[src/rtl/atuador_robo.sv]
// Actuator stage of the wall-following robot: turns level commands into timed
// wheel/arm actions and tracks step odometry and heading. Optional macro:
// ATUADOR_PASSOS_SATURA_EN makes `passos` saturate (with an `erro` pulse) instead of wrapping.
module atuador_robo #(
  parameter int CNT_W         = 8,
  parameter int STEP_CYCLES   = 4,
  parameter int TURN_CYCLES   = 6,
  parameter int REMOVE_CYCLES = 8,
  parameter int POS_W         = 8
) (
  input  logic             clock,
  input  logic             reset,
  input  logic             avancar,
  input  logic             girar,
  input  logic             remover,
  output logic             motor_esq,
  output logic             motor_dir,
  output logic             reverso_dir,
  output logic             braco,
  output logic             ocupado,
  output logic             concluido,
  output logic             erro,
  output logic [POS_W-1:0] passos,
  output logic [1:0]       rumo
);

  typedef enum logic [1:0] {
    OCIOSO    = 2'd0,
    AVANCANDO = 2'd1,
    GIRANDO   = 2'd2,
    REMOVENDO = 2'd3
  } estado_t;

  localparam logic [CNT_W-1:0] STEP_INI   = CNT_W'(STEP_CYCLES - 1);
  localparam logic [CNT_W-1:0] TURN_INI   = CNT_W'(TURN_CYCLES - 1);
  localparam logic [CNT_W-1:0] REMOVE_INI = CNT_W'(REMOVE_CYCLES - 1);

  estado_t          estado, estado_prox;
  logic [CNT_W-1:0] cnt, cnt_prox;
  logic [POS_W-1:0] passos_prox;
  logic [1:0]       rumo_prox;
  logic             erro_prox;
  logic             multi;

  assign multi = (avancar & girar) | (avancar & remover) | (girar & remover);

  // Next state, counter, odometry/heading and error pulse
  always_comb begin
    estado_prox = estado;
    cnt_prox    = cnt;
    passos_prox = passos;
    rumo_prox   = rumo;
    erro_prox   = 1'b0;
    case (estado)
      OCIOSO: begin
        erro_prox = multi;
        if (remover) begin
          estado_prox = REMOVENDO;
          cnt_prox    = REMOVE_INI;
        end else if (girar) begin
          estado_prox = GIRANDO;
          cnt_prox    = TURN_INI;
        end else if (avancar) begin
          estado_prox = AVANCANDO;
          cnt_prox    = STEP_INI;
        end else begin
          estado_prox = OCIOSO;
        end
      end
      default: begin
        if (cnt == {CNT_W{1'b0}}) begin
          estado_prox = OCIOSO;
          // The completed action is credited on the edge that leaves it
          if (estado == AVANCANDO) begin
`ifdef ATUADOR_PASSOS_SATURA_EN
            if (passos == {POS_W{1'b1}}) begin
              erro_prox = 1'b1;
            end else begin
              passos_prox = passos + POS_W'(1);
            end
`else
            passos_prox = passos + POS_W'(1);
`endif
          end else if (estado == GIRANDO) begin
            rumo_prox = rumo + 2'd1;
          end else begin
            rumo_prox = rumo;
          end
        end else begin
          cnt_prox = cnt - CNT_W'(1);
        end
      end
    endcase
  end

  // State and registered outputs, derived from the upcoming state
  always_ff @(posedge clock or negedge reset) begin
    if (!reset) begin
      estado      <= OCIOSO;
      cnt         <= {CNT_W{1'b0}};
      motor_esq   <= 1'b0;
      motor_dir   <= 1'b0;
      reverso_dir <= 1'b0;
      braco       <= 1'b0;
      ocupado     <= 1'b0;
      concluido   <= 1'b0;
      erro        <= 1'b0;
      passos      <= {POS_W{1'b0}};
      rumo        <= 2'd0;
    end else begin
      estado      <= estado_prox;
      cnt         <= cnt_prox;
      motor_esq   <= (estado_prox == AVANCANDO) || (estado_prox == GIRANDO);
      motor_dir   <= (estado_prox == AVANCANDO) || (estado_prox == GIRANDO);
      reverso_dir <= (estado_prox == GIRANDO);
      braco       <= (estado_prox == REMOVENDO);
      ocupado     <= (estado_prox != OCIOSO);
      concluido   <= (estado_prox != OCIOSO) && (cnt_prox == {CNT_W{1'b0}});
      erro        <= erro_prox;
      passos      <= passos_prox;
      rumo        <= rumo_prox;
    end
  end

endmodule

[config.mk]
export PLATFORM = sky130hd
export DESIGN_NAME = atuador_robo
export DESIGN_NICKNAME = d
export VERILOG_FILES = /design/src/rtl/atuador_robo.sv
export SDC_FILE = /design/constraint.sdc
export NUM_CORES = 1
export LEC_CHECK = 0
export BUFFER_PORTS_ARGS = -buffer_cell sky130_fd_sc_hd__clkbuf_2
export CORE_ASPECT_RATIO = 1.1
export CORE_MARGIN = 3
export CORE_UTILIZATION = 49
export CTS_CLUSTER_DIAMETER = 120
export DETAILED_ROUTE_END_ITERATION = 10
export GPL_TIMING_DRIVEN = 0
export MAX_ROUTING_LAYER = met4
export PLACE_DENSITY_LB_ADDON = 0.25
export SLEW_MARGIN = 20
export SYNTH_ARGS = -nofsm -noshare
export SYNTH_HDL_FRONTEND = slang
export SYNTH_SLANG_ARGS = --single-unit
[constraint.sdc]
create_clock -name clock -period 1.95 [get_ports clock]
set_input_delay 0.195 -clock clock [delete_from_list [all_inputs] [get_ports clock]]
set_output_delay 0.195 -clock clock [all_outputs]
set_load 0.05 [all_outputs]
---- After elaboration in Yosys (flattened, before gate mapping) ----
Cells that the tools add are included.
storage, ports and cells
  bits in registers ....................... 26
  input bits .............................. 5
  output and inout bits ................... 17
  logic and storage cells ................. 44
cells by class
  $add $sub $neg .......................... 3
  eq/ne operators ......................... 5
  multiplexer cells ....................... 11
  bitwise gates (word level) .............. 7
  reduce and logical (&&, ||, !) cells .... 8
operators with widths
  kind                                               count
  2-to-1 mux 8 bit                                   5
  logical NOT 8 bit                                  2
  adder 8 x 1 -> 8 bit (second input constant)       1
  2-to-1 mux 2 bit                                   4
  subtractor 8 x 1 -> 8 bit (second input constant)  1
  == test 2 bit (second input constant)              3
  == test 2 x 1 -> 1 bit (second input constant)     2
  AND reduction 4 bit                                1
  bitwise AND 1 bit                                  3
  AND reduction 3 bit                                1
  adder 2 x 1 -> 2 bit (second input constant)       1
  logical NOT 2 bit                                  1
  2-to-1 mux 1 bit                                   2
  NOT 1 bit                                          2
  OR 1 bit                                           2
  nonzero test 2 bit                                 1
  logical AND 1 bit                                  1
  logical OR 1 bit                                   1

---- Longest topological paths before layout ----
  depth in word-level cells ............... 6
  depth in mapped cells ................... 10
  gate-level depth less buffers ........... 10

---- Least setup slack after synthesis ----
OpenSTA, ideal clock, no wires.
  kind .................................... reg2reg
  from .................................... register cnt[0]
  to ...................................... register passos[5]
  setup time .............................. 0.141 ns
  arrival time ............................ 1.961 ns
  required time ........................... 1.809 ns
  path slack .............................. -0.152 ns
  stages on the path, launching flop included .. 8
  path buffers ............................ 0
  clock period less this slack ............ 2.102 ns
  cell sequence ........................... dfrtp_1 -> inv_1 -> ha_1 -> or4b_4 -> nor4_4 -> and4_4 -> nand3_2 -> xnor2_1
between the ends
  cells in the longest elaborated chain, start to end .. 2
RTL lines
  element                               line  text
  start, declared                       39    logic [CNT_W-1:0] cnt, cnt_prox;
  start signal, assigned                100   cnt <= {CNT_W{1'b0}};
  start signal, assigned                112   cnt <= cnt_prox;
  logical NOT 8 bit                     71    if (cnt == {CNT_W{1'b0}}) begin
  AND reduction 3 bit (no source line)  -
  end signal, assigned                  108   passos <= {POS_W{1'b0}};
  end signal, assigned                  120   passos <= passos_prox;
  end, declared                         23    output logic [POS_W-1:0] passos,
No other way between the ends.
A chain may end at the register's enable or synchronous reset.

---- Worst setup path in the final report ----
  from .................................... register cnt[1]
  to ...................................... register concluido
between the ends
  elaborated cells between the ends (all ways) .. 12
  those cells by class .................... add/sub: 1; mux: 7; reduce/logical: 4
RTL lines
  element                                                                line    text
  subtractor 8 x 1 -> 8 bit / logical NOT 8 bit (equally long branches)  90, 71
  2-to-1 mux 8 bit (*)                                                   71
  2-to-1 mux 8 bit (*)                                                   54      case (estado)
  named net cnt_prox[4]                                                  39
  logical NOT 8 bit (*)                                                  118     concluido <= (estado_prox != OCIOSO) && (cnt_prox == {CNT_W{1'b0}});
  logical AND 1 bit (*)                                                  118
  end signal, assigned                                                   118
  end, declared                                                          21      output logic concluido,
Mark *: on every way through the listed nets, which the timed path passes. The rest lies on a longest branch.

==> results.json <==
{
  "ios": 22,
  "cts_num_sinks": 26,
  "worst_setup_path_start_kind": "register",
  "drive_gt1_share_pct": 42.94,
  "p_int_w": 0.001181,
  "die_area_um2": 3328,
  "setup_viol": 5,
  "vias": 1169,
  "fin_ws_ns": -0.1893,
  "switchingPower_w": 0.0008900,
  "drtPass1Iterations": 4,
  "placedCellCount": 178,
  "cellPowerDensity_nw_per_um2": 1163,
  "synth.area.top_cells": "dfrtp_1, ha_1, xnor2_1",
  "drv_slew": 0,
  "finalNonFillerCells": 201,
  "outcome": "finished with violations",
  "peakVddDrop_uv": 992.2,
  "fillers": 188,
  "routedWlPerCell_um": 15.85,
  "clkTransAtPathRegs_ns": 0.13,
  "pwr-share-seq_pct": 40.4,
  "slowest_delay_ns": 0.54,
  "synth_xor_area_share_pct": 6.023,
  "synthArstFlopShare_pct": 100.0,
  "max_freq_mhz": 467.4,
  "n_antenna_cell": 0,
  "worstPathRequired_ns": 2.16,
  "finalCritPeriodShare_pct": 109.7,
  "route.detailed.drc": 0,
  "crit_family": "simple AND/OR/NAND/NOR gates",
  "synthMuxAreaShare_pct": 0.8604,
  "hold_viol_final": 0,
  "synthAdderAreaFrac_pct": 4.780,
  "pre_cts_ws_ns": -0.3925,
  "yosysMostFrequentCell": "dfrtp_1",
  "port-buffer-count": 21,
  "synthDistinctLibCells": 40,
  "seq_area_frac_synth_pct": 49.71,
  "dieWidth_um": 55.28,
  "synth-simple-area-share_pct": 24.38,
  "drt_wl_total_um": 3186,
  "synth_seq_cells": 26,
  "clock_path_buffers": 2,
  "postSynthAreaPerCell_um2": 10.39,
  "synth_fp_nets": 136,
  "h-tree-depth": 1,
  "rows": 19,
  "hpwl_um": 1940,
  "leakagePower_nw": 0.8432,
  "syn-cell-area_um2": 1309,
  "pwr-share-clk_pct": 13.1,
  "antenna_found_initial": 0,
  "layout_min_cycle_time_ns": 2.139,
  "clockRootBuffer": "clkbuf_4",
  "grt_max_degree": 27,
  "synth.largest_area_cell": "dfrtp_1",
  "violations": "negative setup slack",
  "area_growth_pct": 36.04,
  "grt_pass1_vias": 1112,
  "yosysWarnings": 0,
  "drtIter0Drc": 37,
  "cp_data_arrival_time_ns": 2.35,
  "synth_cells": 126,
  "crit_path_end_kind": "register",
  "die_h_um": 60.21,
  "swShare_pct": 42.98,
  "finalSetupTns_ns": -0.2707,
  "relSlewSlack_pct": 46.22,
  "initial_core_util_pct": 51.94,
  "criticalPathCategory": "reg2reg",
  "yosys.area.top_type_share_pct": 49.71,
  "synth_top_family_by_area": "simple AND/OR/NAND/NOR gates",
  "rsz0062_at_grt": "yes",
  "grt_usage_pct": 19.92,
  "numCtsBuffers": 3,
  "path_cells": "inv_2, ha_4, or3b_2, or4_1, nand3_2, nor4_4, nor4bb_2",
  "routed_via_density": 5.816,
  "overflow": 0,
  "clock-skew-final_ns": 0.003107,
  "core_um2": 2520,
  "synth_ff_type": "dfrtp_1",
  "drtAntennaViolNets": 0,
  "final_nets": 181,
  "critPathBufInv": 1,
  "combPwrFrac_pct": 46.5,
  "hp-class": "in2reg",
  "synth_common_cells": "dfrtp_1, nand3_1, nor2_1",
  "tightest_slew_ns": 0.8006,
  "synth_enable_flop_cells": 0,
  "grt_pass1_wl_um": 5050,
  "crit_path_top_delay_cell": "or4_1",
  "synth_compound_area_share_pct": 10.71,
  "gp_congestion": 0.8866,
  "crit_fanout": 4,
  "insertion_delay_ns": 0.32,
  "cap_violations": 0,
  "cts_tree": "yes"
}
## power groups by stage
stage / logic [W] / clock network (W) / registers (W)
6_report: 0.000962 / 0.000272 / 0.000837
5_1_grt: 0.00106 / 0.000312 / 0.000860
4_1_cts: 0.000811 / 0.000285 / 0.000821
3_5_place_dp: 0.000645 / 0 / 0.000849
3_3_place_gp: 0.000626 / 0 / 0.000841
2_1_floorplan: 0.000392 / 0 / 0.000922
## flip-flops by register name (all words and copies together) (netlist names)
register     flops
rumo             2
erro             1
cnt              8
motor_dir        1
estado           2
concluido        1
braco            1
passos           8
reverso_dir      1
ocupado          1
## cell usage in the layout, fill, tap and decap left out, types with 2 or more instances in the layout
cell and count:
clkbuf_4 3, clkbuf_2 22, o211ai_1 2, nand4_1 4, nor4_4 2, inv_2 2, nor2_1 8, xnor2_1 6
nand2_1 5, xor2_1 2, a21oi_1 4, nor3_1 2, nand3_2 3, buf_4 16, buf_6 4, or4_4 2
or3_1 2, inv_1 6, dfrtp_1 25, o21ai_0 4, ha_1 3, nand3_1 9
## through the flow
stage	utilization (%)	instance area, um2	power, W	hold slack (ns)
4_1_cts	65.34	1647	0.001917	0.1291
6_report	70.66	1780	0.002071	0.1364
2_1_floorplan	-	1319	0.001314	-0.1006
5_1_grt	70.66	1780	0.002227	0.1505
3_3_place_gp	58.04	1463	0.001467	0.2433
3_5_place_dp	58.04	1463	0.001494	0.2506
## logic make-up after synthesis
family | after synthesis
AOI/OAI and AO/OA | 21
DFF | 26
and+or+nand+nor | 53
muxes | 1
adders and majority gates | 5
xor gates and xnor gates | 9
buffers and inverters | 11
## final cells by class
type                       instances  area, um2  share of cell area (%)
multi-input combinational         89      738.2                   41.46
tap                               31      38.79                   2.178
sequential                        26      651.9                   36.61
inverter                           8      30.03                   1.687
buffer                             3      23.77                   1.335
clock buffer                       4      36.28                   2.038
timing repair buffer              40      261.5                   14.69
## path summary, 6_finish.rpt
check / to / start / cells past startpoint / slack (ns)
hold reg to reg: rumo[1] / rumo[1] / 1 / 0.48
max in group asynchronous: estado[1] / reset / 2 / 1.09
setup / recovery: concluido / cnt[1] / 7 / -0.19
min in group asynchronous: rumo[0] / reset / 2 / 0.41
hold / removal: erro / avancar / 3 / 0.14
setup reg to reg: concluido / cnt[1] / 7 / -0.19
## tightest hold or removal path: stages
cell and delay (ns):
clkbuf_2 0.12, nand2_1 0.07, a21oi_1 0.05
## routing by layer
metal / vias up / share of wire (%) / GRT usage (%)
met3: 13 / 5.8 / 2.376
met1: 561 / 39 / 22.59
li1: 550 / - / -
met5: - / 0 / -
met2: 45 / 52 / 34.97
met4: 0 / 3.8 / 10.42
## timing repair
item,CTS,global route
gates resized for setup,16,17
pin swaps,8,11
hold endpoints to repair,26,0
setup endpoints to repair,11,10
hold buffers,1,0
buffers inserted,10,8
Power figures use the tool's default switching activity.
